File: config.mk
export PLATFORM = sky130hd
export DESIGN_NAME = unpack_ascan
export DESIGN_NICKNAME = d
export VERILOG_FILES = /design/src/rtl/unpack_ascan.sv
export SDC_FILE = /design/constraint.sdc
export NUM_CORES = 1
export LEC_CHECK = 0
export ABC_AREA = 1
export CORE_ASPECT_RATIO = 1.5
export CORE_UTILIZATION = 55
export CTS_CLUSTER_SIZE = 28
export DETAILED_ROUTE_END_ITERATION = 12
export PLACE_DENSITY_LB_ADDON = 0.12
export REMOVE_ABC_BUFFERS = 1
export SLEW_MARGIN = 20
export SYNTH_ARGS = -nofsm -noshare
export SYNTH_HDL_FRONTEND = slang
export SYNTH_SLANG_ARGS = --single-unit
File: constraint.sdc
create_clock -name clk -period 6.4 [get_ports clk]
set_input_delay 1.28 -clock clk [delete_from_list [all_inputs] [get_ports clk]]
set_output_delay 1.28 -clock clk [all_outputs]
set_load 0.1 [all_outputs]
File: src/rtl/unpack_ascan.sv
// Receive-side A-scan unpacker: byte-restores 32-bit link words and emits
// MSB-first packed 12-bit samples, stopping after MAX_SAMPLES per frame.
module unpack_ascan #(
  parameter int unsigned MAX_SAMPLES = 1024
) (
  input  logic        clk,
  input  logic        rst,
  input  logic        i_sync,
  input  logic [31:0] i_in_data,
  input  logic        i_in_vld,
  output logic        o_in_rdy,
  output logic [11:0] o_out_data,
  output logic        o_out_vld,
  input  logic        i_out_rdy,
  output logic [15:0] o_sample_cnt,
  output logic        o_done
);

  localparam int unsigned WORD_W   = 32;
  localparam int unsigned SAMPLE_W = 12;
  localparam int unsigned SREG_W   = WORD_W + SAMPLE_W;
  localparam int unsigned CNT_W    = 6;
  localparam int unsigned SCNT_W   = 16;

  typedef enum logic {
    RUN,
    DRAIN
  } state_t;

  state_t              state;
  logic [SREG_W-1:0]   sreg;
  logic [CNT_W-1:0]    cnt;
  logic [WORD_W-1:0]   word_v;
  logic [CNT_W-1:0]    top_idx;
  logic                running;
  logic                have_sample;
  logic                accept;
  logic                emit;

  // Undo the link's byte swap so the stream reads MSB-first.
  assign word_v = {i_in_data[7:0], i_in_data[15:8], i_in_data[23:16], i_in_data[31:24]};

  assign running     = (state == RUN);
  assign have_sample = (cnt >= CNT_W'(SAMPLE_W));
  assign top_idx     = cnt - CNT_W'(1);

  // Handshake outputs depend only on registered state.
  assign o_in_rdy   = !running || !have_sample;
  assign o_out_vld  = running && have_sample;
  assign o_out_data = o_out_vld ? sreg[top_idx -: SAMPLE_W] : '0;
  assign o_done     = (state == DRAIN);

  assign accept = running && !have_sample && i_in_vld;
  assign emit   = o_out_vld && i_out_rdy;

  // In DRAIN accept is gated off, so incoming words are simply dropped.
  always_ff @(posedge clk) begin
    if (rst) begin
      sreg         <= '0;
      cnt          <= '0;
      o_sample_cnt <= '0;
      state        <= RUN;
    end else if (i_sync) begin
      cnt          <= '0;
      o_sample_cnt <= '0;
      state        <= RUN;
    end else if (accept) begin
      sreg <= {sreg[SAMPLE_W-1:0], word_v};
      cnt  <= cnt + CNT_W'(WORD_W);
    end else if (emit) begin
      cnt          <= cnt - CNT_W'(SAMPLE_W);
      o_sample_cnt <= o_sample_cnt + SCNT_W'(1);
      if ((o_sample_cnt + SCNT_W'(1)) == SCNT_W'(MAX_SAMPLES)) begin
        state <= DRAIN;
      end
    end
  end

endmodule

==> run_results.csv <==
group,metric,value,unit
grt,grt_pass1_vias,3920,
setup_path,end_kind,"output pin",
drt,post-route-drc-count,0,
place,gp_congestion,0.956,
grt,grt_antenna_before_repair,0,
layout,fin_util,68.1,%
worst_hold_path,hp-class,"reg -> reg",
clock_network,cts_buffers,9,
setup_path,critPathMaxFanout,43,
synth,yosysSeqAreaShare,32.3,%
clock_network,cts_resized,0,
setup_path,r2r-start,"cnt[2]$_SDFFE_PP0P_",
layout,area.growth.synth_to_final,18.0,%
setup_path,r2r_slack,3360,ps
synth,syn_area,4030,um2
timing,fmax,0.197,GHz
timing,rsz0062_at_grt,"false",
synth,yosys-top-cells-count,"nand2_1, o21ai_0, nor2_1, inv_1, dfxtp_1",
setup_path,timing.reg2reg.worst_path_depth,10,
worst_hold_path,hold_depth,2,
synth,async_flop_share,0,%
synth,ys_ff_latch,65,
place,place_area,4610,um2
grt,grt_use_total,27.5,%
grt,grt_pass1_wl,16800,um
synth,syn_area_per_cell,6.62,um2
timing,fin_crit,5080,ps
clock_network,ctsLongestPathBuffers,2,
power_and_ir_drop,p_per_area,196,nW/um2
timing,finalSetupViolations,0,
clock_network,clkSlewWorstSetupHoldPaths,70,ps
synth,synth.most_common_cell,"nand2_1",
floorplan,core_area,6990,um2
timing,finalSetupTns,0,ps
synth,synth_top_cell_by_area,"dfxtp_1",
synth,netlist_instances,609,
layout,fin_area,4760,um2
floorplan,num_rows,37,
layout,antenna_cells,0,
drt,routed_via_density,5.57,
setup_path,criticalPathCategory,"reg -> out",
setup_path,r2r_end,"cnt[5]$_SDFFE_PP0P_",
drt,drt_first_pass_iters,5,
clock_network,cts_setup_buffers,0,
power_and_ir_drop,p_leak,1.77,nW
setup_path,critPathLaunchType,"flip-flop",
clock_network,cts_tree,"done",
synth,synth_edf_count,0,
timing,skew,6.61,ps
clock_network,htreeDepth,3,
clock_network,clock_latency,340,ps
worst_hold_path,hp-start,"sreg[13]$_SDFFE_PP0P_",
drt,antenna_left,0,
timing,worst_pin_slew,1050,ps
drt,vias,4160,
place,dp_hpwl,7020,um
clock_network,cts_sinks,65,
synth,yosys_warnings,0,
drt,wl,10100,um
floorplan,fp.dieH,107,um
status,outcome,"completed",
grt,grt_max_degree,89,
drt,drtIter0Drc,220,
timing,fin_crit_sh,79.4,%
drt,wl_per_cell,13.5,um
synth,synthFlopType,"dfxtp_1",
synth,synth_cell_type_count,34,
synth,synth_area_leaders,"dfxtp_1, nand2_1, o21ai_0, nor2_1, a21oi_1",
run,maxCapViolCount,0,
setup_path,critPathArrivalTime,3800,ps
layout,drive_gt1_share,9.08,%
synth,yosysTopAreaCellShare,32.3,%
floorplan,die_w,71.9,um
floorplan,ios,68,
timing,slew_violations,0,
timing,relSlewSlack,29.5,%
power_and_ir_drop,ir_drop,0.000179,V
worst_hold_path,hold_end,"sreg[13]$_SDFFE_PP0P_",
setup_path,crit_required,5120,ps
timing,fin_hold_ws,480,ps
grt,grt-ovfl-total,0,
timing,finalHoldViolations,0,
place,io_buffers,67,
clock_network,ctsHoldBuffers,0,
floorplan,start_util,57.7,%
layout,fin_nets,688,
clock_network,clockRootBuffer,"clkbuf_8",
layout,fillerInstances,622,
floorplan,die_area,7690,um2
state kept, by name, summed over array words and instances (netlist names):
signal        flops
o_sample_cnt     16
sreg             44
o_done            1
cnt               4
cell usage in the layout (no fill, tap or decap), types with 2 or more instances in the layout:
cell type	Yosys	routed
nand2_1	107	107
o21ai_0	79	79
nor2_1	77	77
inv_1	69	69
dfxtp_1	65	64
clkdlybuf4s50_1	0	55
a21oi_1	52	52
a211oi_1	21	21
a211oi_2	20	20
nand3_1	15	15
buf_4	1	13
nor3_1	10	10
clkbuf_8	0	10
o211ai_1	8	8
nand4_1	7	7
inv_2	5	5
o221ai_1	5	5
a31oi_1	5	5
or2_0	4	4
ha_1	3	3
or2_2	2	2
o21ai_1	2	2
xor2_1	2	2
clkbuf_1	23	2
cells by family (layout without fill, tap and decap cells):
| family | after synthesis | after routing | synth area share, % |
|---|---|---|---|
| and+or+nand+nor | 228 | 228 | 23.4 |
| AOI/OAI and AO/OA | 194 | 194 | 30.4 |
| buffers and inverters | 115 | 156 | 11.9 |
| DFF | 65 | 65 | 32.3 |
| xor gates and xnor gates | 4 | 4 | 1.06 |
| adders and majority gates | 3 | 3 | 0.931 |
final cells by class:
| class | instances | area, um2 | share of cell area [%] |
|---|---|---|---|
| Clock buffer | 12 | 145 | 3.05 |
| Clock inverter | 1 | 5.00 | 0.105 |
| Inverter | 74 | 278 | 5.84 |
| Multi-Input combinational cell | 429 | 2250 | 47.3 |
| Sequential cell | 65 | 1300 | 27.4 |
| Tap cell | 97 | 121 | 2.55 |
| Timing Repair Buffer | 69 | 653 | 13.7 |
critical path: stages, from the launching register on:
cell	delay, ps
dfxtp_2	330
inv_2	270
ha_1	570
inv_2	630
a21oi_1	110
o21ai_0	130
nand4_1	110
a21oi_1	150
clkdlybuf4s50_1	1150
routing by layer:
metal  vias up  routed length [um]  track usage [%]
li1       2113                   -                -
met1      1907                3920             27.9
met2       117                5500             52.6
met3        23                 382             5.36
met4         0                 278             13.0
met5         -                   0                0
through the flow:
stage / worst slack, ps / power (mW) / cells
floorplan: 18.9 / 0.584 / 568
global placement: 1850 / 0.645 / 734
detailed placement: 1760 / 0.649 / 734
CTS: 1370 / 0.936 / 747
global route: 1080 / 0.981 / 747
finish: 1320 / 0.932 / 747
power breakdown:
part	internal, mW	switching [mW]	total (mW)
Clock	0.144	0.146	0.291
Combinational	0.0679	0.133	0.201
Sequential	0.427	0.0141	0.441
worst max-delay path by stage:
stage | depth (start not counted) | end | start
global route | 8 | o_out_data[3] | cnt[2]$_SDFFE_PP0P_
floorplan | 8 | o_out_data[4] | cnt[2]$_SDFFE_PP0P_
detailed placement | 8 | o_out_data[3] | cnt[2]$_SDFFE_PP0P_
CTS | 8 | o_out_data[3] | cnt[2]$_SDFFE_PP0P_
global placement | 8 | o_out_data[3] | cnt[2]$_SDFFE_PP0P_
finish | 8 | o_out_data[3] | cnt[2]$_SDFFE_PP0P_
Note: power is estimated with default switching activity, not from simulation.
